<file path="src/rtl/cla_counter_sched_if.sv">
`default_nettype none
// ============================================================================
// Module   : cla_counter_sched_if
// Purpose  : Bundles the request/step/clear inputs and the count/ack/overflow
//            outputs of both counter channels.
//            master : the event-source side (drives req/step/clr)
//            slave  : the counter side (drives cnt/ack/ovf)
// Signals  : req0/req1   increment request, level-held until acknowledged
//            step0/step1 5-bit addend, sampled in the grant cycle
//            clr0/clr1   synchronous clear of the channel count
//            cnt0/cnt1   registered 5-bit counts
//            ack0/ack1   one-cycle pulse, request consumed
//            ovf0/ovf1   one-cycle pulse with ack, add produced carry-out
// Revision : 1.0 - initial release
// ============================================================================
interface cla_counter_sched_if;
    logic       req0;
    logic       req1;
    logic [4:0] step0;
    logic [4:0] step1;
    logic       clr0;
    logic       clr1;
    logic [4:0] cnt0;
    logic [4:0] cnt1;
    logic       ack0;
    logic       ack1;
    logic       ovf0;
    logic       ovf1;

    modport master (
        output req0, req1, step0, step1, clr0, clr1,
        input  cnt0, cnt1, ack0, ack1, ovf0, ovf1
    );

    modport slave (
        input  req0, req1, step0, step1, clr0, clr1,
        output cnt0, cnt1, ack0, ack1, ovf0, ovf1
    );
endinterface
`default_nettype wire

</file>
<file path="src/rtl/cla_counter_sched.sv">
`default_nettype none
// ============================================================================
// Module   : Carrylookahead
// Purpose  : 5-bit carry-lookahead adder. Every carry is formed directly
//            from the generate/propagate terms and cin (no ripple chain).
// Ports    : a, b (5-bit addends), cin, sum (5-bit), cout
// Revision : 1.0 - initial release
// ============================================================================
module Carrylookahead (
    input  wire logic [4:0] a,
    input  wire logic [4:0] b,
    input  wire logic       cin,
    output logic      [4:0] sum,
    output logic            cout
);
    localparam int c_W = 5;

    logic [c_W-1:0] w_g;
    logic [c_W-1:0] w_p;
    logic [c_W:0]   w_c;

    assign w_g = a & b;
    assign w_p = a ^ b;

    // c[i+1] = g[i] | p[i]g[i-1] | p[i]p[i-1]g[i-2] | ... | p[i..0]cin
    always_comb begin
        logic w_acc;
        logic w_prod;
        w_c    = '0;
        w_c[0] = cin;
        w_acc  = 1'b0;
        w_prod = 1'b1;
        for (int i = 0; i < c_W; i++) begin
            w_acc  = 1'b0;
            w_prod = 1'b1;
            for (int j = i; j >= 0; j--) begin
                w_acc  = w_acc | (w_prod & w_g[j]);
                w_prod = w_prod & w_p[j];
            end
            w_c[i+1] = w_acc | (w_prod & cin);
        end
    end

    for (genvar k = 0; k < c_W; k++) begin : g_sum
        assign sum[k] = w_p[k] ^ w_c[k];
    end

    assign cout = w_c[c_W];
endmodule

// ============================================================================
// Module   : cla_counter_sched
// Purpose  : Two-channel 5-bit event counter sharing one Carrylookahead adder.
//            A round-robin scheduler grants the adder to at most one channel
//            per cycle; the granted channel's count is updated and a
//            registered ack (with overflow flag) is returned the next cycle.
// Params   : SATURATE - 0: wrap modulo 32 on carry-out, 1: clamp to 31
// Ports    : clk, rst (synchronous, active-high)
//            bus (slave modport of cla_counter_sched_if): req/step/clr in,
//            cnt/ack/ovf out, all outputs registered
// Revision : 1.0 - initial release
// ============================================================================
module cla_counter_sched #(
    parameter int SATURATE = 0
) (
    input  wire logic          clk,
    input  wire logic          rst,
    cla_counter_sched_if.slave bus
);
    logic [4:0] r_cnt0;
    logic [4:0] r_cnt1;
    logic       r_ack0;
    logic       r_ack1;
    logic       r_ovf0;
    logic       r_ovf1;
    // Channel granted most recently (0 or 1); 1 after reset so ch0 wins
    // the first tie.
    logic       r_last;

    logic       w_elig0;
    logic       w_elig1;
    logic       w_gnt0;
    logic       w_gnt1;
    logic [4:0] w_a;
    logic [4:0] w_b;
    logic [4:0] w_sum;
    logic       w_cout;
    logic [4:0] w_next;

    // A channel sitting in its ack cycle is not eligible: the requester has
    // not yet had a chance to drop or renew its request.
    assign w_elig0 = bus.req0 & ~r_ack0;
    assign w_elig1 = bus.req1 & ~r_ack1;

    // On a tie, ch0 wins exactly when ch1 was the most recent grant.
    assign w_gnt0 = w_elig0 & (~w_elig1 | r_last);
    assign w_gnt1 = w_elig1 & ~w_gnt0;

    assign w_a = w_gnt1 ? r_cnt1    : r_cnt0;
    assign w_b = w_gnt1 ? bus.step1 : bus.step0;

    Carrylookahead u_cla (
        .a    (w_a),
        .b    (w_b),
        .cin  (1'b0),
        .sum  (w_sum),
        .cout (w_cout)
    );

    assign w_next = (w_cout && (SATURATE != 0)) ? 5'd31 : w_sum;

    always_ff @(posedge clk) begin
        if (rst) begin
            r_cnt0 <= 5'd0;
            r_cnt1 <= 5'd0;
            r_ack0 <= 1'b0;
            r_ack1 <= 1'b0;
            r_ovf0 <= 1'b0;
            r_ovf1 <= 1'b0;
            r_last <= 1'b1;
        end else begin
            // A clear overrides the count update but the grant is still
            // consumed (ack pulses, pointer moves); overflow is suppressed
            // since the sum was discarded.
            r_ack0 <= w_gnt0;
            r_ack1 <= w_gnt1;
            r_ovf0 <= w_gnt0 & w_cout & ~bus.clr0;
            r_ovf1 <= w_gnt1 & w_cout & ~bus.clr1;

            if (bus.clr0) begin
                r_cnt0 <= 5'd0;
            end else if (w_gnt0) begin
                r_cnt0 <= w_next;
            end

            if (bus.clr1) begin
                r_cnt1 <= 5'd0;
            end else if (w_gnt1) begin
                r_cnt1 <= w_next;
            end

            if (w_gnt0) begin
                r_last <= 1'b0;
            end else if (w_gnt1) begin
                r_last <= 1'b1;
            end
        end
    end

    assign bus.cnt0 = r_cnt0;
    assign bus.cnt1 = r_cnt1;
    assign bus.ack0 = r_ack0;
    assign bus.ack1 = r_ack1;
    assign bus.ovf0 = r_ovf0;
    assign bus.ovf1 = r_ovf1;
endmodule
`default_nettype wire
</file>
<file path="src/flat_wrapper.sv">
// flat-port wrapper written by rule: the top's interface ports become plain ports
module cla_counter_sched_flat 
#(
    parameter int SATURATE = 0
)
  (clk, rst, bus_req0, bus_req1, bus_step0, bus_step1, bus_clr0, bus_clr1, bus_cnt0, bus_cnt1, bus_ack0, bus_ack1, bus_ovf0, bus_ovf1);
  cla_counter_sched_if bus_i ();
  input  wire logic clk;
  input  wire logic rst;
  input wire logic [$bits(bus_i.req0)-1:0] bus_req0;
  input wire logic [$bits(bus_i.req1)-1:0] bus_req1;
  input wire logic [$bits(bus_i.step0)-1:0] bus_step0;
  input wire logic [$bits(bus_i.step1)-1:0] bus_step1;
  input wire logic [$bits(bus_i.clr0)-1:0] bus_clr0;
  input wire logic [$bits(bus_i.clr1)-1:0] bus_clr1;
  output wire logic [$bits(bus_i.cnt0)-1:0] bus_cnt0;
  output wire logic [$bits(bus_i.cnt1)-1:0] bus_cnt1;
  output wire logic [$bits(bus_i.ack0)-1:0] bus_ack0;
  output wire logic [$bits(bus_i.ack1)-1:0] bus_ack1;
  output wire logic [$bits(bus_i.ovf0)-1:0] bus_ovf0;
  output wire logic [$bits(bus_i.ovf1)-1:0] bus_ovf1;
  assign bus_i.req0 = bus_req0;
  assign bus_i.req1 = bus_req1;
  assign bus_i.step0 = bus_step0;
  assign bus_i.step1 = bus_step1;
  assign bus_i.clr0 = bus_clr0;
  assign bus_i.clr1 = bus_clr1;
  assign bus_cnt0 = bus_i.cnt0;
  assign bus_cnt1 = bus_i.cnt1;
  assign bus_ack0 = bus_i.ack0;
  assign bus_ack1 = bus_i.ack1;
  assign bus_ovf0 = bus_i.ovf0;
  assign bus_ovf1 = bus_i.ovf1;
  cla_counter_sched #(.SATURATE(SATURATE)) u_core (.clk(clk), .rst(rst), .bus(bus_i));
endmodule
</file>
<file path="config.mk">
export PLATFORM = sky130hd
export DESIGN_NAME = cla_counter_sched_flat
export DESIGN_NICKNAME = d
export VERILOG_FILES = /design/src/rtl/cla_counter_sched_if.sv /design/src/rtl/cla_counter_sched.sv /design/src/flat_wrapper.sv
export SDC_FILE = /design/constraint.sdc
export NUM_CORES = 1
export LEC_CHECK = 0
export CAP_MARGIN = 0
export CORE_MARGIN = 2
export CORE_UTILIZATION = 47
export CTS_BUF_LIST = sky130_fd_sc_hd__clkbuf_8
export CTS_CLUSTER_SIZE = 20
export DETAILED_ROUTE_END_ITERATION = 16
export PLACE_DENSITY = 0.81
export SYNTH_ARGS = -nofsm -noshare
export SYNTH_HDL_FRONTEND = slang
export SYNTH_HIERARCHICAL = 1
export SYNTH_SLANG_ARGS = --single-unit
</file>
<file path="constraint.sdc">
create_clock -name clk -period 2.6 [get_ports clk]
set_input_delay 0.26 -clock clk [delete_from_list [all_inputs] [get_ports clk]]
set_output_delay 0.26 -clock clk [all_outputs]
set_load 0.02 [all_outputs]
</file>
==> results.cfg <==
[power]
p_per_area_nw_per_um2 = 479
internal_power_uw = 465
total_power_uw = 656
ir_worst_vdd_uv = 301
switching_share = 0.291
cellLeakagePower_nw = 0.606
pwr-share-seq = 0.383
p_sw_uw = 191
power_frac_comb = 0.337
pwr-share-clk = 0.280

[sta]
slew_headroom = 0.533
setup_viol = 0
setup_ws_ns = 0.132
setup_tns_ns = 0
period_needed_ns = 2.47
final_hold_viol_count = 0
hold_slack_ns = 0.478
clock_skew_ns = 0.00304
fin_crit_sh = 0.949
tightest_slew_ns = 0.697
rsz0062_at_grt = false
max_freq_ghz = 0.405
drv_slew = 0

[setup_path]
crit_fanout = 6
rrSetupSlack_ns = 0.25
r2r_cells = 10
cp.arrival_ns = 2.64
rr_endpoint = u_core/bus.cnt1[4]
cp-end-kind = register
r2r_start = u_core/bus.ack0
worstSetupStartpointType = primary input
crit_required_ns = 2.77
crit_type = primary input to register

[clock_tree]
post_cts_buffers = 0
cts_buffers = 3
cts_tree = done
clockBufferDepth = 2
clk_pin_slew_ns = 0.06
cts_root_buffer = clkbuf_8
htreeDepth = 1
clock-sinks = 15
clkLatencyLatePin_ns = 0.25

[synthesis]
ys_top_cells_by_area = dfxtp_1 32%, mux2i_1 11%, nand2_1 8.9%
syn_area_per_cell_um2 = 9.30
synth_edf_count = 0
synth_top_area_cell = dfxtp_1
synth_top_area_frac = 0.323
synth_flop_cell = dfxtp_1
synth_area_um2 = 930
synth_common_cells = 22 x nand2_1, 15 x dfxtp_1, 10 x mux2i_1
seq_area_frac_synth = 0.323
synthDistinctLibCells = 28
postSynthCellCount = 100
ys_async_sr_fraction = 0
ys_ff_latch = 15
synth_warnings = 6
yosysMostFrequentCell = nand2_1

[worst_hold_path]
hold_path.class = register to register
hold_end = u_core/bus.cnt0[3]
min_from = u_core/bus.cnt0[3]
whs_path_depth = 2

[finish]
finalNetCount = 163
insertedDiodeCount = 0
syn2layout_area_growth_pct = 47.4
postLayoutCoreUtil = 0.713
fin_cells = 167
fillCellCount = 170
drive_gt1_frac = 0.207
fin_area_um2 = 1370

[place]
place_ws_ns = -0.182
placed_cell_area_um2 = 1280
numPortBuffers = 29
place_hpwl_mm = 1.70
place.gp.congestion = 0.866
dpl.cell_count = 163

[outcome]
status = complete, no violations

[routing]
drt_iter0_drc = 14
wire_per_inst_um = 13.5
postRouteAntennaNets = 0
drc = 0
drtPass1Iterations = 4
routed-via-count = 842
viasPerCell = 5.04
routed_wl_mm = 2.26

[grt]
track_usage = 0.200
grt_first_pass_wirelength_mm = 3.68
grt_max_degree = 11
grt_pass1_vias = 810
antenna_found_initial = 0
grt_overflow = 0

[floorplanning]
start_util = 0.484
die_area_um2 = 2350
die_height_um = 48.5
dieWidth_um = 48.5
fp-row-count = 16
core-area_um2 = 1920
ioPinCount = 30

[flow_run]
maxCapViolations = 0
-- critical path: stages --
cell and delay, ns:
clkdlybuf4s50_1 0.40, nor2b_4 0.13, a211o_1 0.30, buf_4 0.18, mux2_2 0.30, ha_1 0.23, a21oi_1 0.21, o2111ai_2 0.18
xor2_1 0.20, nand2_1 0.07, mux2i_1 0.17
-- worst max path at each step --
stage,end,slack (ns),cells after the start,startpoint
2_1_floorplan,u_core/bus.cnt0[4],0.16,11,u_core/bus.ack0
3_3_place_gp,u_core/bus.cnt1[3],-0.09,11,bus_req0
3_5_place_dp,u_core/bus.cnt1[4],-0.18,11,bus_req0
4_1_cts,u_core/bus.cnt1[4],0.07,11,bus_req0
5_1_grt,u_core/bus.cnt1[4],0.04,11,bus_req0
6_report,u_core/bus.cnt1[4],0.13,11,bus_req0
-- sequential cells by signal, summed over array words and instances (netlist names) --
name,flops
u_core/bus.ack0,1
u_core/bus.ack1,1
u_core/bus.cnt0,5
u_core/bus.cnt1,5
u_core/bus.ovf0,1
u_core/bus.ovf1,1
u_core/r_last,1
-- metal layers --
metal | vias up | track usage | share of wire
met1 | 396 | 0.233 | 0.41
li1 | 413 | - | -
met5 | - | 0 | 0
met2 | 27 | 0.370 | 0.52
met3 | 6 | 0.0401 | 0.045
met4 | 0 | 0.0571 | 0.017
-- area by class of cell --
cell class | instances | area (µm²) | share of cell area
flip-flops and latches | 15 | 300 | 0.219
well taps | 27 | 33.8 | 0.0247
clock buffers | 3 | 41.3 | 0.0301
clock inverters | 1 | 3.75 | 0.00274
repair buffers | 36 | 343 | 0.250
multi-input cells | 76 | 614 | 0.448
inverters | 9 | 33.8 | 0.0247
-- kinds of logic after synthesis --
kind of cell             after synthesis  share of synthesized area
adder cells (fa/ha/maj)                6                     0.0888
buffers and inverters                 11                     0.0700
AND/OR/NAND/NOR                       34                      0.162
XOR/XNOR                               3                     0.0283
multiplexers                          20                      0.241
flip-flops                            15                      0.323
other                                  1                    0.00403
AO/OA/AOI/OAI                         10                     0.0835
-- power by group through the flow --
stage,registers [mW],logic [mW],clock network (mW)
after detailed placement,0.256,0.202,0
after global routing,0.253,0.237,0.201
after CTS,0.251,0.203,0.187
final,0.251,0.221,0.183
after global placement,0.255,0.195,0
after floorplan,0.267,0.116,0
-- cells in the final DEF (no fill, tap or decap), drive strengths merged, types with 2 or more instances in the layout --
cell	Yosys	routed
conb	1	3
nand2	23	23
dfxtp	15	15
o21ai	2	2
nor3	2	2
mux2	10	10
clkbuf	0	3
xor2	2	2
clkdlybuf4s50	0	29
mux2i	10	10
nand3	2	2
buf	2	7
ha	5	5
inv	9	10
nor2	5	5
-- repair_timing --
| item | CTS | global route |
|---|---|---|
| endpoints found under the setup margin | 0 | 4 |
| gates resized for setup | 0 | 5 |
| hold endpoints to repair | 0 | 0 |
| hold buffers | 0 | 0 |
Power figures use the tool's default switching activity.
==> variant, RTL diff (config.mk and constraints unchanged) <==
`SATURATE` is set to 0 in 2 places; all go to 1. Comments in the files are not updated.
--- a/src/rtl/cla_counter_sched.sv
+++ b/src/rtl/cla_counter_sched.sv
@@ -61,7 +61,7 @@
 // Revision : 1.0 - initial release
 // ============================================================================
 module cla_counter_sched #(
-    parameter int SATURATE = 0
+    parameter int SATURATE = 1
 ) (
     input  wire logic          clk,
     input  wire logic          rst,
--- a/src/flat_wrapper.sv
+++ b/src/flat_wrapper.sv
@@ -1,7 +1,7 @@
 // flat-port wrapper written by rule: the top's interface ports become plain ports
 module cla_counter_sched_flat 
 #(
-    parameter int SATURATE = 0
+    parameter int SATURATE = 1
 )
   (clk, rst, bus_req0, bus_req1, bus_step0, bus_step1, bus_clr0, bus_clr1, bus_cnt0, bus_cnt1, bus_ack0, bus_ack1, bus_ovf0, bus_ovf1);
   cla_counter_sched_if bus_i ();
Check against the original RTL: not equivalent (a bounded check fails within 4 cycles, from zero or initial values and one cycle with rst high).
==> variant against the original RTL <==
  * Synthesized area fell by 3.5%
  * Worst hold slack better by 56 ps
  * Clock skew about the same
  * Non-clock buffer count grew 2
  * Sequential share of layout area rose by 0.060 points
  * Wire length up 6.7%
  * Global-route usage is 2.3 points higher
  * Cell area down 0.27%
  * Sequential cell count did not move
  * First-iteration DRC count up 7.1%
  * Setup slack worse by 94 ps
  * Via count increased by 5.3%
  * Critical path type unchanged
  * Total power increased by 6.5%
  * Synthesized cell count shrank 1.0%
==> variant: results (changes against the original RTL) <==
status=complete, no violations (unchanged); Cell variety after synth=31 (was 28); DPL Wire Length=1780 um (was 1700 um); largest net degree at the start of global routing=10 (was 11); Worst slew margin=0.639 (was 0.533); Reg-to-Reg End=u_core/bus.cnt1[2] (was u_core/bus.cnt1[4]); Final min period=2560 ps (was 2470 ps); leak pwr=0.536 nW (was 0.606 nW); layout cells sized above 1=0.237 (was 0.207); H-Tree Depth=1 (unchanged); skew final=3.22 ps (was 3.04 ps); Routed wire per std cell=14.7 um (was 13.5 um); Synth Area in Adders=0.0921 (was 0.0888); Hold WS=534 ps (was 478 ps); Avg Inst Size Synth=9.06 sq um (was 9.30 sq um); setup slack, reg-to-reg=110 ps (was 250 ps); ys async rst share=0 (unchanged); initial antenna violation count=0 (unchanged); DRC marker count from the first detailed-route iteration=15 (was 14); Net Sw Frac=0.315 (was 0.291); post_cts resized=2 (was 0); Crit path largest cell delay=470 ps (was 400 ps); predominant post-synthesis flop cell=dfxtp_1 (unchanged); Seq pwr share=0.362 (was 0.383); nets=162 (was 163); hold depth=2 (unchanged); final wirelength=2410 um (was 2260 um); Clk network pwr share=0.276 (was 0.280); Cell Area, Placed=1250 sq um (was 1280 sq um); first-pass GRT wire length=3510 um (was 3680 um); CP Max Fanout=6 (unchanged); Critical Path Source=bus_req0 (unchanged); CTS max path bufs=2 (unchanged); Vias/cell=5.41 (was 5.04); Synth area leaders=dfxtp_1, mux2_2, a211oi_1 (was dfxtp_1, mux2i_1, nand2_1); Crit path arrival time=2710 ps (was 2640 ps); worst vdd ir=0.000319 V (was 0.000301 V); CP endpoint kind=flop (unchanged); GPL Wtd Cong=0.813 (was 0.866); GRT Overall Usage=0.223 (was 0.200); Seq/Total Area, Yosys=0.335 (was 0.323); drt pass-1 iters=5 (was 4); global route total overflow=0 (unchanged); post-synthesis xor/xnor area fraction=0.0293 (was 0.0283); cts bufs inserted=3 (unchanged); Pwr per Cell Area=511 nW/um^2 (was 479 nW/um^2); number of global-route vias before repair=850 (was 810); Compound-Gate Fraction of Synth Area=0.208 (was 0.0834); hold_sp=u_core/bus.cnt0[4] (was u_core/bus.cnt0[3]); Endpoint, Worst Hold=u_core/bus.cnt0[4] (was u_core/bus.cnt0[3]); most frequent cells after synthesis=dfxtp_1, a211oi_1, a21oi_1 (was nand2_1, dfxtp_1, mux2i_1); pre-CTS setup slack=-272 ps (was -182 ps); post-synthesis mux area share=0.126 (was 0.241)
variant: changes by cell type after synthesis, moves of 2 or more:
cell | before | now
mux2_4 | 3 | 0
a21oi_1 | 1 | 11
nand2_1 | 22 | 3
mux2_2 | 7 | 10
nor2_1 | 5 | 8
nand2b_1 | 0 | 2
nand3b_1 | 0 | 2
inv_1 | 9 | 6
a211oi_1 | 1 | 11
mux2i_1 | 10 | 0
nor2b_1 | 0 | 2
variant: routing by layer:
layer  vias to the layer above  wire [um]  GRT usage  part of all wire
met3                         4        128     0.0302             0.053
met2                        37       1320      0.432              0.55
li1                        430          -          -                 -
met4                         0         32     0.0919             0.013
met5                         -          0          0                 0
met1                       416        927      0.237              0.38
variant: area by class of cell:
cell class,instances,area (sq um)
clock buffer,3,41.3
clock inverter,1,5.00
fill,143,398
inverter,6,22.5
multi-input combinational,76,608
sequential,15,300
tap,25,31.3
timing repair buffer,38,358
